**src/rtl/serial_sub_pkg.sv**
```systemverilog
// Shared constants for the bit-serial subtractor: FSM state codes and
// a helper that sizes the bit counter.
package serial_sub_pkg;

  localparam int STATE_W = 2;

  localparam logic [STATE_W-1:0] S_IDLE = 2'd0;
  localparam logic [STATE_W-1:0] S_RUN  = 2'd1;
  localparam logic [STATE_W-1:0] S_DONE = 2'd2;

  // A one-bit operand still needs a one-bit counter, so clamp at 1.
  function automatic int cntWidth(input int w);
    return (w > 1) ? $clog2(w) : 1;
  endfunction

endpackage

```
**src/rtl/half_sub_cell.sv**
```systemverilog
// Combinational half subtractor: difference and borrow of x - y.
module half_sub_cell (
  input  logic x,
  input  logic y,
  output logic d,
  output logic bo
);

  assign d  = x ^ y;
  assign bo = ~x & y;

endmodule

```
**src/rtl/serial_sub_ctrl.sv**
```systemverilog
// Bit-serial W-bit subtractor: one full-subtract bit per cycle, LSB first,
// with start/done handshake, synchronous abort and a held result.
module serial_sub_ctrl
  import serial_sub_pkg::*;
#(
  parameter int W = 4
) (
  input  logic         clk,
  input  logic         rst_n,
  input  logic         start,
  input  logic         abort,
  input  logic [W-1:0] a,
  input  logic [W-1:0] b,
  output logic         busy,
  output logic         done,
  output logic [W-1:0] diff,
  output logic         borrow_out
);

  localparam int CW = cntWidth(W);
  localparam logic [CW-1:0] LastBit = CW'(W - 1);

  logic [STATE_W-1:0] state_q, state_d;
  logic [W-1:0]       aSr_q, aSr_d;
  logic [W-1:0]       bSr_q, bSr_d;
  logic [W-1:0]       diff_q, diff_d;
  logic [CW-1:0]      cnt_q, cnt_d;
  logic               borrow_q, borrow_d;
  logic               borrowOut_q, borrowOut_d;

  logic d1, b1, dbit, b2, bout;

  // Two half subtractors chained through the borrow flop form the full-subtract bit.
  half_sub_cell u_hsLo (
    .x  (aSr_q[0]),
    .y  (bSr_q[0]),
    .d  (d1),
    .bo (b1)
  );

  half_sub_cell u_hsHi (
    .x  (d1),
    .y  (borrow_q),
    .d  (dbit),
    .bo (b2)
  );

  assign bout = b1 | b2;

  always_comb begin
    state_d     = state_q;
    aSr_d       = aSr_q;
    bSr_d       = bSr_q;
    diff_d      = diff_q;
    cnt_d       = cnt_q;
    borrow_d    = borrow_q;
    borrowOut_d = borrowOut_q;

    case (state_q)
      S_IDLE: begin
        if (start) begin
          aSr_d    = a;
          bSr_d    = b;
          borrow_d = 1'b0;
          cnt_d    = '0;
          state_d  = S_RUN;
        end
      end
      S_RUN: begin
        // Abort leaves the partial result untouched; the requester must ignore it.
        if (abort) begin
          state_d = S_IDLE;
        end else begin
          diff_d         = diff_q >> 1;
          diff_d[W-1]    = dbit;
          aSr_d          = aSr_q >> 1;
          bSr_d          = bSr_q >> 1;
          borrow_d       = bout;
          if (cnt_q == LastBit) begin
            cnt_d       = '0;
            borrowOut_d = bout;
            state_d     = S_DONE;
          end else begin
            cnt_d = cnt_q + CW'(1);
          end
        end
      end
      S_DONE: begin
        state_d = S_IDLE;
      end
      default: begin
        state_d = S_IDLE;
      end
    endcase
  end

  always_ff @(posedge clk or negedge rst_n) begin
    if (!rst_n) begin
      state_q     <= S_IDLE;
      aSr_q       <= '0;
      bSr_q       <= '0;
      diff_q      <= '0;
      cnt_q       <= '0;
      borrow_q    <= 1'b0;
      borrowOut_q <= 1'b0;
    end else begin
      state_q     <= state_d;
      aSr_q       <= aSr_d;
      bSr_q       <= bSr_d;
      diff_q      <= diff_d;
      cnt_q       <= cnt_d;
      borrow_q    <= borrow_d;
      borrowOut_q <= borrowOut_d;
    end
  end

  assign busy       = (state_q == S_RUN);
  assign done       = (state_q == S_DONE);
  assign diff       = diff_q;
  assign borrow_out = borrowOut_q;

endmodule

```
**config.mk**
```make
export PLATFORM = sky130hd
export DESIGN_NAME = serial_sub_ctrl
export DESIGN_NICKNAME = d
export VERILOG_FILES = /design/src/rtl/serial_sub_pkg.sv /design/src/rtl/half_sub_cell.sv /design/src/rtl/serial_sub_ctrl.sv
export SDC_FILE = /design/constraint.sdc
export NUM_CORES = 1
export LEC_CHECK = 0
export ABC_AREA = 1
export CAP_MARGIN = 20
export CELL_PAD_IN_SITES_DETAIL_PLACEMENT = 0
export CELL_PAD_IN_SITES_GLOBAL_PLACEMENT = 1
export CORE_ASPECT_RATIO = 0.75
export CORE_MARGIN = 1
export CORE_UTILIZATION = 39
export CTS_CLUSTER_SIZE = 28
export DETAILED_ROUTE_END_ITERATION = 16
export GPL_ROUTABILITY_DRIVEN = 0
export HOLD_SLACK_MARGIN = 0.03
export PLACE_DENSITY = 0.9
export SKIP_LAST_GASP = 1
export SYNTH_ARGS = -nofsm -noshare
export SYNTH_HDL_FRONTEND = slang
export SYNTH_HIERARCHICAL = 1
export SYNTH_SLANG_ARGS = --single-unit
export TNS_END_PERCENT = 5
```
**constraint.sdc**
```tcl
create_clock -name clk -period 3.31 [get_ports clk]
set_input_delay 0.331 -clock clk [delete_from_list [all_inputs] [get_ports clk]]
set_output_delay 0.331 -clock clk [all_outputs]
set_load 0.05 [all_outputs]
```
Word-level counts from Yosys, hierarchy flattened
Index checks and enable logic that the tools add are counted.
{"block": "word_totals", "regBits": 18, "output_inout_bits": 7, "elab_cells": 45}
{"block": "classes", "add_sub_neg": 1, "n_eq_ne": 6, "muxes": 17, "n_bitwise": 8, "reduce_logical": 6}
{"op": "two-way mux 4 bit", "n": 4}
{"op": "case mux 4 bit (2 select lines)", "n": 2}
{"op": "two-way mux 2 bit", "n": 6}
{"op": "case mux 2 bit (2 select lines)", "n": 2}
{"op": "AND reduction 3 bit", "n": 2}
{"op": "equality test 2 bit (second input constant)", "n": 2}
{"op": "!= test 2 bit (second input constant)", "n": 2}
{"op": "AND reduction 2 bit", "n": 2}
{"op": "!= test 3 x 2 -> 1 bit (second input constant)", "n": 1}
{"op": "NOT 1 bit", "n": 3}
{"op": "adder 2 x 1 -> 2 bit (second input constant)", "n": 1}
{"op": "bitwise AND 1 bit", "n": 2}
{"op": "equality test 2 x 1 -> 1 bit (second input constant)", "n": 1}
{"op": "zero test 2 bit", "n": 1}
{"op": "two-way mux 1 bit", "n": 2}
{"op": "case mux 1 bit (2 select lines)", "n": 1}
{"op": "nonzero test 2 bit", "n": 1}
{"op": "XOR 1 bit", "n": 2}
{"op": "bitwise OR 1 bit", "n": 1}

Logic depth before layout (Yosys ltp)
Gate-level depths: netlist of run 1.
{"block": "depth", "ltp_word": 6, "depth_mapped": 9, "depth_no_buf": 9}

Hierarchy
The synthesis of run 1 kept the hierarchy.
{"module": "serial_sub_ctrl", "instances": 1, "cells_per_inst": 110, "area_each_um2": 889.6, "seq_area_each_um2": 450.4}
{"module": "half_sub_cell", "instances": 2, "cells_per_inst": 3, "area_each_um2": 20.0, "seq_area_each_um2": 0.0}

Worst setup path after synthesis of run 1
No wires, ideal clock.
{"block": "synth_path", "path_type": "reg2out", "from": "reg state_q[0]", "to": "out done", "arrival_time_ns": 1.223, "slack_ns": 1.756, "path_stages_with_launch": 3, "n_path_buf": 1, "path_cell_list": "dfrtp_1 > buf_6 > nor2_1"}
{"block": "synth_via", "elab_chain_cells": 1}
{"item": "from (decl)", "line": "serial_sub_ctrl.sv:23", "source": "logic [STATE_W-1:0] state_q, state_d;"}
{"item": "from (signal assigned)", "line": "serial_sub_ctrl.sv:107", "source": "state_q <= state_d;"}
{"item": "equality test 2 bit", "line": "serial_sub_ctrl.sv:118", "source": "assign done = (state_q == S_DONE);"}
{"item": "to (decl)", "line": "serial_sub_ctrl.sv:15", "source": "output logic done,"}
No other way between the ends.

Final worst setup path of run 1
{"block": "layout_path", "from": "reg state_q[0]", "to": "out busy"}
{"block": "layout_via", "elab_chain_cells": 1}
{"item": "equality test 2 x 1 -> 1 bit", "line": "serial_sub_ctrl.sv:117", "source": "assign busy = (state_q == S_RUN);"}
{"item": "to (decl)", "line": "serial_sub_ctrl.sv:14", "source": "output logic busy,"}
No other way between the ends.

==> metrics.log, run 1 <==
[metrics] number of buffers inserted by hold repair at cts: 0
[metrics] Layout Utilization: 0.545
[metrics] classification of the worst-slack hold path: in2async
[metrics] Slew Limit Fails: 0
[metrics] setup TNS: 0 ns
[metrics] starting density of the core: 0.439
[metrics] number of design-rule violations left by the first detailed-router iteration: 44
[metrics] initial antenna violation count: 0
[metrics] unrepaired setup endpoints after global routing: false
[metrics] vias after detailed routing: 754
[metrics] remaining design rule violation count: 0
[metrics] proportion of register bits with asynchronous set or reset after synthesis: 1.00
[metrics] power density cells: 830 nW/um^2
[metrics] post-detailed-route via-to-cell ratio: 4.51
[metrics] Clock Tree Buf Depth: 2
[metrics] transition at the pin with the smallest max-transition slack: 0.796 ns
[metrics] total standard cell area after synthesis: 930 um^2
[metrics] total CTS buffers: 3
[metrics] cells after synthesis: 116
[metrics] Ports: 19
[metrics] Hold Vio Cnt, Final: 0
[metrics] type of destination of the critical path: output port
[metrics] Pleak: 0.630 nW
[metrics] Final setup violation count: 0
[metrics] proportion of layout cells with a drive suffix above 1: 0.0889
[metrics] level count of the clock H-tree: 1
[metrics] vias in the first global route: 686
[metrics] WP data required: 2.98 ns
[metrics] kind of launch point of the worst setup path: flop
[metrics] status: finished, final reports clean
[metrics] worst slew margin relative to its limit: 0.468
[metrics] final critical-path share of the clock period: 0.681
[metrics] Pre-antenna DRT Iters: 4
[metrics] WS Path Type: reg2out
[metrics] die width: 58.4 um
[metrics] Post-Syn Area per Cell: 8.01 um^2
[metrics] maximum fanout encountered on the critical timing path: 12
[metrics] clock transition time at the flip-flop clock pins of the worst setup and hold paths: 0.11 ns
[metrics] Root Buffer Master: sky130_fd_sc_hd__clkbuf_4
[metrics] cells resized by post-CTS repair: 0
[metrics] register bit count reported by yosys: 18
[metrics] pin count of the biggest net entering global routing: 19
[metrics] number of distinct library cell variants in the gate-level netlist after synthesis: 17
[metrics] area delta synth->final: 24.4%
[metrics] total nets after synthesis: 131
[metrics] worst-skew pair later-pin latency: 0.30 ns
[metrics] most instantiated flip-flop cell in the synthesis netlist: sky130_fd_sc_hd__dfrtp_1
[metrics] FP Rows: 14
[metrics] minimum clock period after layout: 2.25 ns
[metrics] GRT Overall Usage: 0.165
[metrics] total wire length after detailed routing: 1840 um
[metrics] Antenna Nets Post-Route: 0
[metrics] achievable clock frequency: 444 MHz
[metrics] net count of the finished layout: 151
[metrics] first-pass GRT wire length: 3080 um
[metrics] Synth Warn #: 6
[metrics] post-route total power: 0.960 mW
[metrics] Die H: 44.3 um
[metrics] diodes inserted: 0
[metrics] number of flops mapped to enable cells by yosys: 0
[metrics] Sink Count: 18
[metrics] global route total overflow: 0
[metrics] Layout fillers: 203
[metrics] Post CTS Setup Buffer Count: 0
[metrics] drt wl/cell: 11.0 um
[metrics] maximum ir drop on the vdd rail: 0.418 mV
[metrics] placeable core area: 2120 um^2
[metrics] TritonCTS clock tree: built
[metrics] final worst clock skew: 0.00564 ns
[metrics] floorplan die area: 2580 um^2
[metrics] Data arrival, critical path: 1.92 ns
[metrics] Detail Placement HPWL: 1320 um
[metrics] input/output buffers: 18
[metrics] max-capacitance violation count: 0
[metrics] share of the yosys chip area belonging to registers: 0.485
==> through the flow <==
| stage | area, um^2 | hold slack [ns] | setup slack (ns) | std cells |
|---|---|---|---|---|
| floorplan | 930 | 0.0354 | 1.76 | 116 |
| global placement | 1120 | 0.461 | 1.41 | 163 |
| detailed placement | 1120 | 0.471 | 1.39 | 163 |
| CTS | 1160 | 0.498 | 1.05 | 167 |
| global route | 1160 | 0.525 | 0.947 | 167 |
| finish | 1160 | 0.482 | 1.06 | 167 |
==> cell usage after synthesis, types with 2 or more instances <==
master | n | area share
sky130_fd_sc_hd__buf_6 | 2 | 0.024
sky130_fd_sc_hd__dfrtp_1 | 18 | 0.48
sky130_fd_sc_hd__ha_1 | 3 | 0.040
sky130_fd_sc_hd__inv_1 | 10 | 0.040
sky130_fd_sc_hd__nand2_1 | 48 | 0.19
sky130_fd_sc_hd__nand2_2 | 2 | 0.013
sky130_fd_sc_hd__nand3_1 | 19 | 0.10
sky130_fd_sc_hd__nor2_1 | 5 | 0.020
==> power by group <==
part           leakage, nW  switching, mW  total [mW]  internal, mW
Clock               0.0210         0.0710       0.138        0.0672
Sequential           0.232         0.0695       0.379         0.310
Combinational        0.377          0.280       0.442         0.163
==> flip-flops by register name (all words and copies together), names as in the netlist <==
signal,cells
borrow_q,1
bSr_q,4
borrow_out,1
aSr_q,4
state_q,2
diff,4
cnt_q,2
==> cells in the final DEF (no fill, tap or decap), drive strengths merged <==
cell type,Yosys,routed
nor2,7,7
clkbuf,0,4
ha,3,3
inv,12,12
nand3,20,20
clkdlybuf4s50,0,18
nand4,1,1
o21ai,1,1
nand2,51,51
dfrtp,18,18
==> cells by family (layout without fill, tap and decap cells) <==
logic type | Yosys count | in the layout | synth area share
AOI/OAI and AO/OA | 1 | 1 | 0.00538
adders and majority gates | 3 | 3 | 0.0404
buffers and inverters | 15 | 34 | 0.0835
DFF | 18 | 18 | 0.485
and+or+nand+nor | 79 | 79 | 0.386
==> critical path, stage by stage, from the launching register on <==
cell and delay (ns):
sky130_fd_sc_hd__dfrtp_1 0.65, sky130_fd_sc_hd__inv_2 0.06, sky130_fd_sc_hd__nor2_2 0.11, sky130_fd_sc_hd__clkdlybuf4s50_1 0.81
==> routing by layer <==
| metal | wire, um | vias to the layer above | GRT usage |
|---|---|---|---|
| met5 | 0 | - | 0 |
| met4 | 20 | 0 | 0.0429 |
| met3 | 96 | 5 | 0.0614 |
| met2 | 765 | 18 | 0.244 |
| met1 | 960 | 326 | 0.230 |
| li1 | - | 405 | - |
==> path summary, 6_finish.rpt <==
| kind | depth (start not counted) | from | slack (ns) | to |
|---|---|---|---|---|
| max reg2reg | 5 | state_q[0] | 1.86 | bSr_q[0] |
| min in group clk | 2 | borrow_out | 0.49 | borrow_out |
| min | 1 | rst_n | 0.48 | state_q[1] |
| min reg2reg | 2 | borrow_out | 0.49 | borrow_out |
| max in group asynchronous | 1 | rst_n | 2.33 | borrow_out |
| max | 3 | state_q[0] | 1.06 | busy |
==> layout make-up <==
class                           count  area, um^2  area share
Clock buffer                        4        36.3      0.0314
Inverter                           12        47.5      0.0411
Multi-Input combinational cell     83         402       0.347
Sequential cell                    18         450       0.390
Tap cell                           32        40.0      0.0346
Timing Repair Buffer               18         180       0.156
No activity file was read; power rests on OpenSTA's default activity.
==> run 2: changes to the inputs <==
CORE_UTILIZATION = 36   (was 39)
PLACE_DENSITY = 0.85   (was 0.9)
clock period = 2.18 ns   (was 3.31 ns; I/O delays follow)
==> metrics.log, run 2 (synthesized netlist as in run 1, its figures left out) <==
[metrics] status: finished, final reports clean
[metrics] setup TNS: 0 ns (unchanged)
[metrics] proportion of layout cells with a drive suffix above 1: 0.0889 (unchanged)
[metrics] worst-skew pair later-pin latency: 0.30 ns (about the same)
[metrics] number of buffers inserted by hold repair at cts: 0 (unchanged)
[metrics] Root Buffer Master: sky130_fd_sc_hd__clkbuf_4
[metrics] Slew Limit Fails: 0 (unchanged)
[metrics] Antenna Nets Post-Route: 0 (unchanged)
[metrics] vias in the first global route: 693 (+1.0%)
[metrics] input/output buffers: 18 (unchanged)
[metrics] Data arrival, critical path: 1.74 ns (-0.18 ns)
[metrics] multi-input logic area: 402 um^2 (unchanged)
[metrics] remaining design rule violation count: 0 (unchanged)
[metrics] placeable core area: 2360 um^2 (+12%)
[metrics] first-pass GRT wire length: 3110 um (+1.1%)
[metrics] Storage cell area: 450 um^2 (unchanged)
[metrics] clock transition time at the flip-flop clock pins of the worst setup and hold paths: 0.10 ns (about the same)
[metrics] starting density of the core: 0.393 (-0.0455)
[metrics] level count of the clock H-tree: 1 (unchanged)
[metrics] type of destination of the critical path: output port
[metrics] Clock Tree Buf Depth: 2 (unchanged)
[metrics] maximum ir drop on the vdd rail: 0.578 mV (+38%)
[metrics] die width: 60.7 um (+3.9%)
[metrics] Detail Placement HPWL: 1350 um (+2.0%)
[metrics] post-detailed-route via-to-cell ratio: 4.54 (+0.52%)
[metrics] unrepaired setup endpoints after global routing: false
[metrics] most frequent standard cell in the layout excluding fill and tap cells: sky130_fd_sc_hd__nand2_1
[metrics] max-capacitance violation count: 0 (unchanged)
[metrics] Layout fillers: 245 (+21%)
[metrics] GRT Overall Usage: 0.160 (-0.00481)
[metrics] Pleak: 0.628 nW (-0.36%)
[metrics] WP data required: 1.96 ns (-1.02 ns)
[metrics] number of design-rule violations left by the first detailed-router iteration: 62 (+41%)
[metrics] maximum fanout encountered on the critical timing path: 10 (-2)
[metrics] diodes inserted: 0 (unchanged)
[metrics] worst hold slack: 0.390 ns (-0.0915 ns)
[metrics] vias after detailed routing: 767 (+1.7%)
[metrics] WS Path Type: reg2out
[metrics] FP Rows: 15 (+1)
[metrics] TritonCTS clock tree: built
[metrics] transition at the pin with the smallest max-transition slack: 0.840 ns (+0.0443 ns)
[metrics] Post CTS Setup Buffer Count: 0 (unchanged)
[metrics] worst slew margin relative to its limit: 0.438 (-0.0296)
[metrics] Final setup violation count: 0 (unchanged)
[metrics] pin count of the biggest net entering global routing: 19 (unchanged)
[metrics] Ports: 19 (unchanged)
[metrics] total CTS buffers: 3 (unchanged)
[metrics] drt wl/cell: 11.0 um (-0.43%)
[metrics] final critical-path share of the clock period: 0.896
[metrics] global route total overflow: 0 (unchanged)
[metrics] classification of the worst-slack hold path: in2async
[metrics] kind of launch point of the worst setup path: flop
[metrics] Pre-antenna DRT Iters: 4 (unchanged)
[metrics] minimum clock period after layout: 1.95 ns
[metrics] final worst clock skew: 0.00864 ns (+0.00300 ns)
[metrics] Die H: 46.0 um (+3.9%)
[metrics] total wire length after detailed routing: 1860 um (+0.76%)
[metrics] achievable clock frequency: 512 MHz
[metrics] most used cells in the layout excluding fill and tap cells: 48 x sky130_fd_sc_hd__nand2_1, 19 x sky130_fd_sc_hd__nand3_1, 18 x sky130_fd_sc_hd__dfrtp_1, 18 x sky130_fd_sc_hd__clkdlybuf4s50_1, 10 x sky130_fd_sc_hd__inv_1
[metrics] initial antenna violation count: 0 (unchanged)
[metrics] Sink Count: 18 (unchanged)
[metrics] Hold Vio Cnt, Final: 0 (unchanged)
[metrics] floorplan die area: 2790 um^2 (+8.0%)
[metrics] cells resized by post-CTS repair: 0 (unchanged)
[metrics] area delta synth->final: 24.0%
[metrics] net count of the finished layout: 152 (+0.66%)
[metrics] power density cells: 1230 nW/um^2 (+48%)
==> run 2: power by group <==
part / internal (mW) / leakage (nW) / switching (mW)
sequential: 0.471 / 0.232 / 0.0880
combinational: 0.253 / 0.382 / 0.439
clock: 0.0644 / 0.0138 / 0.101
total: 0.788 / 0.628 / 0.628
==> run 2: path summary, 6_finish.rpt <==
kind	startpoint	endpoint	slack, ns	cells past startpoint
setup / recovery	state_q[1]	done	0.23	3
max in group asynchronous	rst_n	aSr_q[3]	1.26	1
hold / removal	rst_n	diff[0]	0.39	1
min in group clk	a[3]	aSr_q[3]	0.45	3
hold reg to reg	borrow_out	borrow_out	0.49	2
setup reg to reg	bSr_q[0]	borrow_q	0.81	8
==> run 2: layout make-up <==
cell class,count,area share
timing repair buffer,19,0.163
inverter,12,0.0413
sequential,18,0.391
clock buffer,3,0.0195
tap,34,0.0369
multi-input combinational,83,0.349
==> run 2: worst max-delay path: stages (launching register included) <==
cell                              delay [ns]
sky130_fd_sc_hd__dfrtp_1                0.43
sky130_fd_sc_hd__inv_4                  0.09
sky130_fd_sc_hd__nor2_1                 0.11
sky130_fd_sc_hd__clkdlybuf4s50_1        0.81
==> run 2: metal layers <==
| metal | up-vias | track usage | part of all wire |
|---|---|---|---|
| met3 | 4 | 0.0511 | 0.033 |
| met4 | 0 | 0.0545 | 0.015 |
| li1 | 400 | - | - |
| met1 | 350 | 0.219 | 0.51 |
| met2 | 13 | 0.240 | 0.44 |
| met5 | - | 0 | 0 |
==> run 2: per-stage QoR <==
| step | setup slack, ns | utilization | power, mW | instances | cell area [um^2] |
|---|---|---|---|---|---|
| 2_1_floorplan | 0.739 | - | 1.07 | 116 | 930 |
| 3_3_place_gp | 0.574 | 0.478 | 1.25 | 166 | 1130 |
| 3_5_place_dp | 0.543 | 0.478 | 1.26 | 166 | 1130 |
| 4_1_cts | 0.195 | 0.487 | 1.44 | 169 | 1150 |
| 5_1_grt | 0.140 | 0.487 | 1.55 | 169 | 1150 |
| 6_report | 0.226 | 0.487 | 1.42 | 169 | 1150 |
==> run 3: changes to the inputs <==
RECOVER_POWER = 25   (was not set)
==> metrics.log, run 3 (synthesized netlist as in run 1, its figures left out) <==
[metrics] status: finished, final reports clean
[metrics] min-delay src: a[3]
[metrics] most used cells in the layout excluding fill and tap cells: 48 x sky130_fd_sc_hd__nand2_1, 19 x sky130_fd_sc_hd__nand3_1, 18 x sky130_fd_sc_hd__dfrtp_1, 17 x sky130_fd_sc_hd__clkdlybuf4s50_1, 10 x sky130_fd_sc_hd__inv_1
[metrics] Data arrival, critical path: 1.74 ns (about the same)
[metrics] Pint: 0.788 mW (about the same)
[metrics] startpoint of the worst-slack reg-to-reg timing path: bSr_q[0]
[metrics] maximum fanout encountered on the critical timing path: 10 (unchanged)
[metrics] post-detailed-route via-to-cell ratio: 4.54 (unchanged)
[metrics] number of design-rule violations left by the first detailed-router iteration: 62 (unchanged)
[metrics] Clock Tree Buf Depth: 2 (unchanged)
[metrics] Flop pwr share: 0.395 (about the same)
[metrics] GRT Overall Usage: 0.160 (unchanged)
[metrics] most frequent standard cell in the layout excluding fill and tap cells: sky130_fd_sc_hd__nand2_1
[metrics] FP Rows: 15 (unchanged)
[metrics] global route total overflow: 0 (unchanged)
[metrics] worst-skew pair later-pin latency: 0.30 ns (about the same)
[metrics] cells resized by post-CTS repair: 0 (unchanged)
[metrics] Sink Count: 18 (unchanged)
[metrics] Storage cell area: 450 um^2 (unchanged)
[metrics] multi-input logic area: 402 um^2 (unchanged)
[metrics] worst flop-to-flop path endpoint: borrow_q
[metrics] pin count of the biggest net entering global routing: 19 (unchanged)
[metrics] achievable clock frequency: 512 MHz (unchanged)
[metrics] area delta synth->final: 24.0% (unchanged)
[metrics] cell type of the slowest stage on the worst timing path: sky130_fd_sc_hd__clkdlybuf4s50_1
[metrics] Antenna Nets Post-Route: 0 (unchanged)
[metrics] kind of cell adding the most delay to the critical path: buffers and inverters
[metrics] Root Buffer Master: sky130_fd_sc_hd__clkbuf_4
[metrics] power density cells: 1230 nW/um^2 (about the same)
[metrics] Hold Path Cell Cnt: 3
[metrics] remaining design rule violation count: 0 (unchanged)
[metrics] final worst clock skew: 0.00870 ns (+0.0000540 ns)
[metrics] proportion of layout cells with a drive suffix above 1: 0.0889 (unchanged)
[metrics] kind of launch point of the worst setup path: flop
[metrics] type of destination of the critical path: output port
[metrics] starting density of the core: 0.393 (unchanged)
[metrics] Slew Limit Fails: 0 (unchanged)
[metrics] maximum ir drop on the vdd rail: 0.577 mV (about the same)
[metrics] classification of the worst-slack hold path: in2reg
[metrics] clock transition time at the flip-flop clock pins of the worst setup and hold paths: 0.10 ns (about the same)
[metrics] net count of the finished layout: 152 (unchanged)
[metrics] Layout Utilization: 0.487 (unchanged)
[metrics] initial antenna violation count: 0 (unchanged)
[metrics] Die H: 46.0 um (unchanged)
[metrics] maximum cell stage delay along the critical path: 0.81 ns (about the same)
[metrics] placeable core area: 2360 um^2 (unchanged)
[metrics] Detail Placement HPWL: 1350 um (unchanged)
[metrics] depth of the worst register-to-register path: 8 (unchanged)
[metrics] Post CTS Setup Buffer Count: 0 (unchanged)
[metrics] level count of the clock H-tree: 1 (unchanged)
[metrics] CP cell instances: inv_4 -> nor2_1 -> clkdlybuf4s50_1
[metrics] total wire length after detailed routing: 1860 um (unchanged)
[metrics] die width: 60.7 um (unchanged)
[metrics] minimum clock period after layout: 1.95 ns (unchanged)
[metrics] R2R setup slack: 0.81 ns (about the same)
[metrics] input/output buffers: 18 (unchanged)
[metrics] combined buffer and inverter count along the critical path: 2 (unchanged)
[metrics] total CTS buffers: 3 (unchanged)
[metrics] max-capacitance violation count: 0 (unchanged)
[metrics] worst slew margin relative to its limit: 0.433 (-0.00562)
[metrics] drt wl/cell: 11.0 um (unchanged)
[metrics] WS Path Type: reg2out
[metrics] Hold Vio Cnt, Final: 0 (unchanged)
[metrics] TritonCTS clock tree: built
[metrics] proportion of power drawn by combinational gates: 0.489 (about the same)
[metrics] stages on the worst setup path: 3 (unchanged)
[metrics] Worst Hold End: aSr_q[3]
[metrics] final critical-path share of the clock period: 0.896 (unchanged)
[metrics] Layout fillers: 245 (unchanged)
[metrics] first-pass GRT wire length: 3110 um (unchanged)
[metrics] Switching Fraction: 0.443 (about the same)
[metrics] switching power: 0.628 mW (about the same)
[metrics] vias in the first global route: 693 (unchanged)
[metrics] share of total power in the clock network: 0.117 (about the same)
[metrics] transition at the pin with the smallest max-transition slack: 0.848 ns (+0.00827 ns)
[metrics] number of buffers inserted by hold repair at cts: 0 (unchanged)
[metrics] floorplan die area: 2790 um^2 (unchanged)
[metrics] Ports: 19 (unchanged)
[metrics] vias after detailed routing: 767 (unchanged)
[metrics] Pleak: 0.628 nW (about the same)
[metrics] diodes inserted: 0 (unchanged)
[metrics] Pre-antenna DRT Iters: 4 (unchanged)
[metrics] unrepaired setup endpoints after global routing: false
[metrics] WP data required: 1.96 ns (about the same)
[metrics] Final setup violation count: 0 (unchanged)
[metrics] setup TNS: 0 ns (unchanged)
-- run 3: cell types whose count changed in the layout (fill, tap and decap cells not counted) --
cell | before | now
sky130_fd_sc_hd__clkdlybuf4s50_1 | 18 | 17
sky130_fd_sc_hd__dlygate4sd3_1 | 0 | 1
-- run 3: tightest hold or removal path: stages --
cell	delay [ns]
sky130_fd_sc_hd__clkdlybuf4s50_1	0.39
sky130_fd_sc_hd__nand2_1	0.06
sky130_fd_sc_hd__nand2_1	0.04
-- run 3: worst max path at each step --
stage / from / to / slack (ns)
3_5_place_dp: state_q[1] / done / 0.54
6_report: state_q[1] / done / 0.23
3_3_place_gp: state_q[1] / done / 0.57
4_1_cts: state_q[1] / done / 0.19
2_1_floorplan: state_q[0] / done / 0.74
5_1_grt: state_q[1] / done / 0.14
-- run 3: metal layers --
metal,wire length (um),up-vias,global-route usage
met5,0,-,0
met3,62,4,0.0511
met1,950,350,0.219
met2,815,13,0.240
li1,-,400,-
met4,27,0,0.0545
-- run 3: area by class of cell --
class,count,share of cell area
sequential,18,0.391
timing repair buffer,19,0.163
inverter,12,0.0413
multi-input combinational,83,0.349
tap,34,0.0369
clock buffer,3,0.0195
-- run 3: metrics by stage --
step                      power (mW)  hold slack, ns  instance area (um^2)  setup WS [ns]  std cells
after floorplan                 1.07         -0.0776                   930          0.739        116
after global placement          1.25           0.462                  1130          0.574        166
after detailed placement        1.26           0.469                  1130          0.543        166
after CTS                       1.44           0.409                  1150          0.195        169
after global routing            1.55           0.463                  1150          0.140        169
final                           1.42           0.453                  1150          0.226        169
-- run 3: power groups by stage --
| stage | Sequential, mW | Combinational, mW | Clock [mW] |
|---|---|---|---|
| after global placement | 0.560 | 0.688 | 0 |
| after CTS | 0.558 | 0.703 | 0.177 |
| after global routing | 0.576 | 0.786 | 0.192 |
| after floorplan | 0.677 | 0.391 | 0 |
| final | 0.559 | 0.692 | 0.165 |
| after detailed placement | 0.565 | 0.699 | 0 |
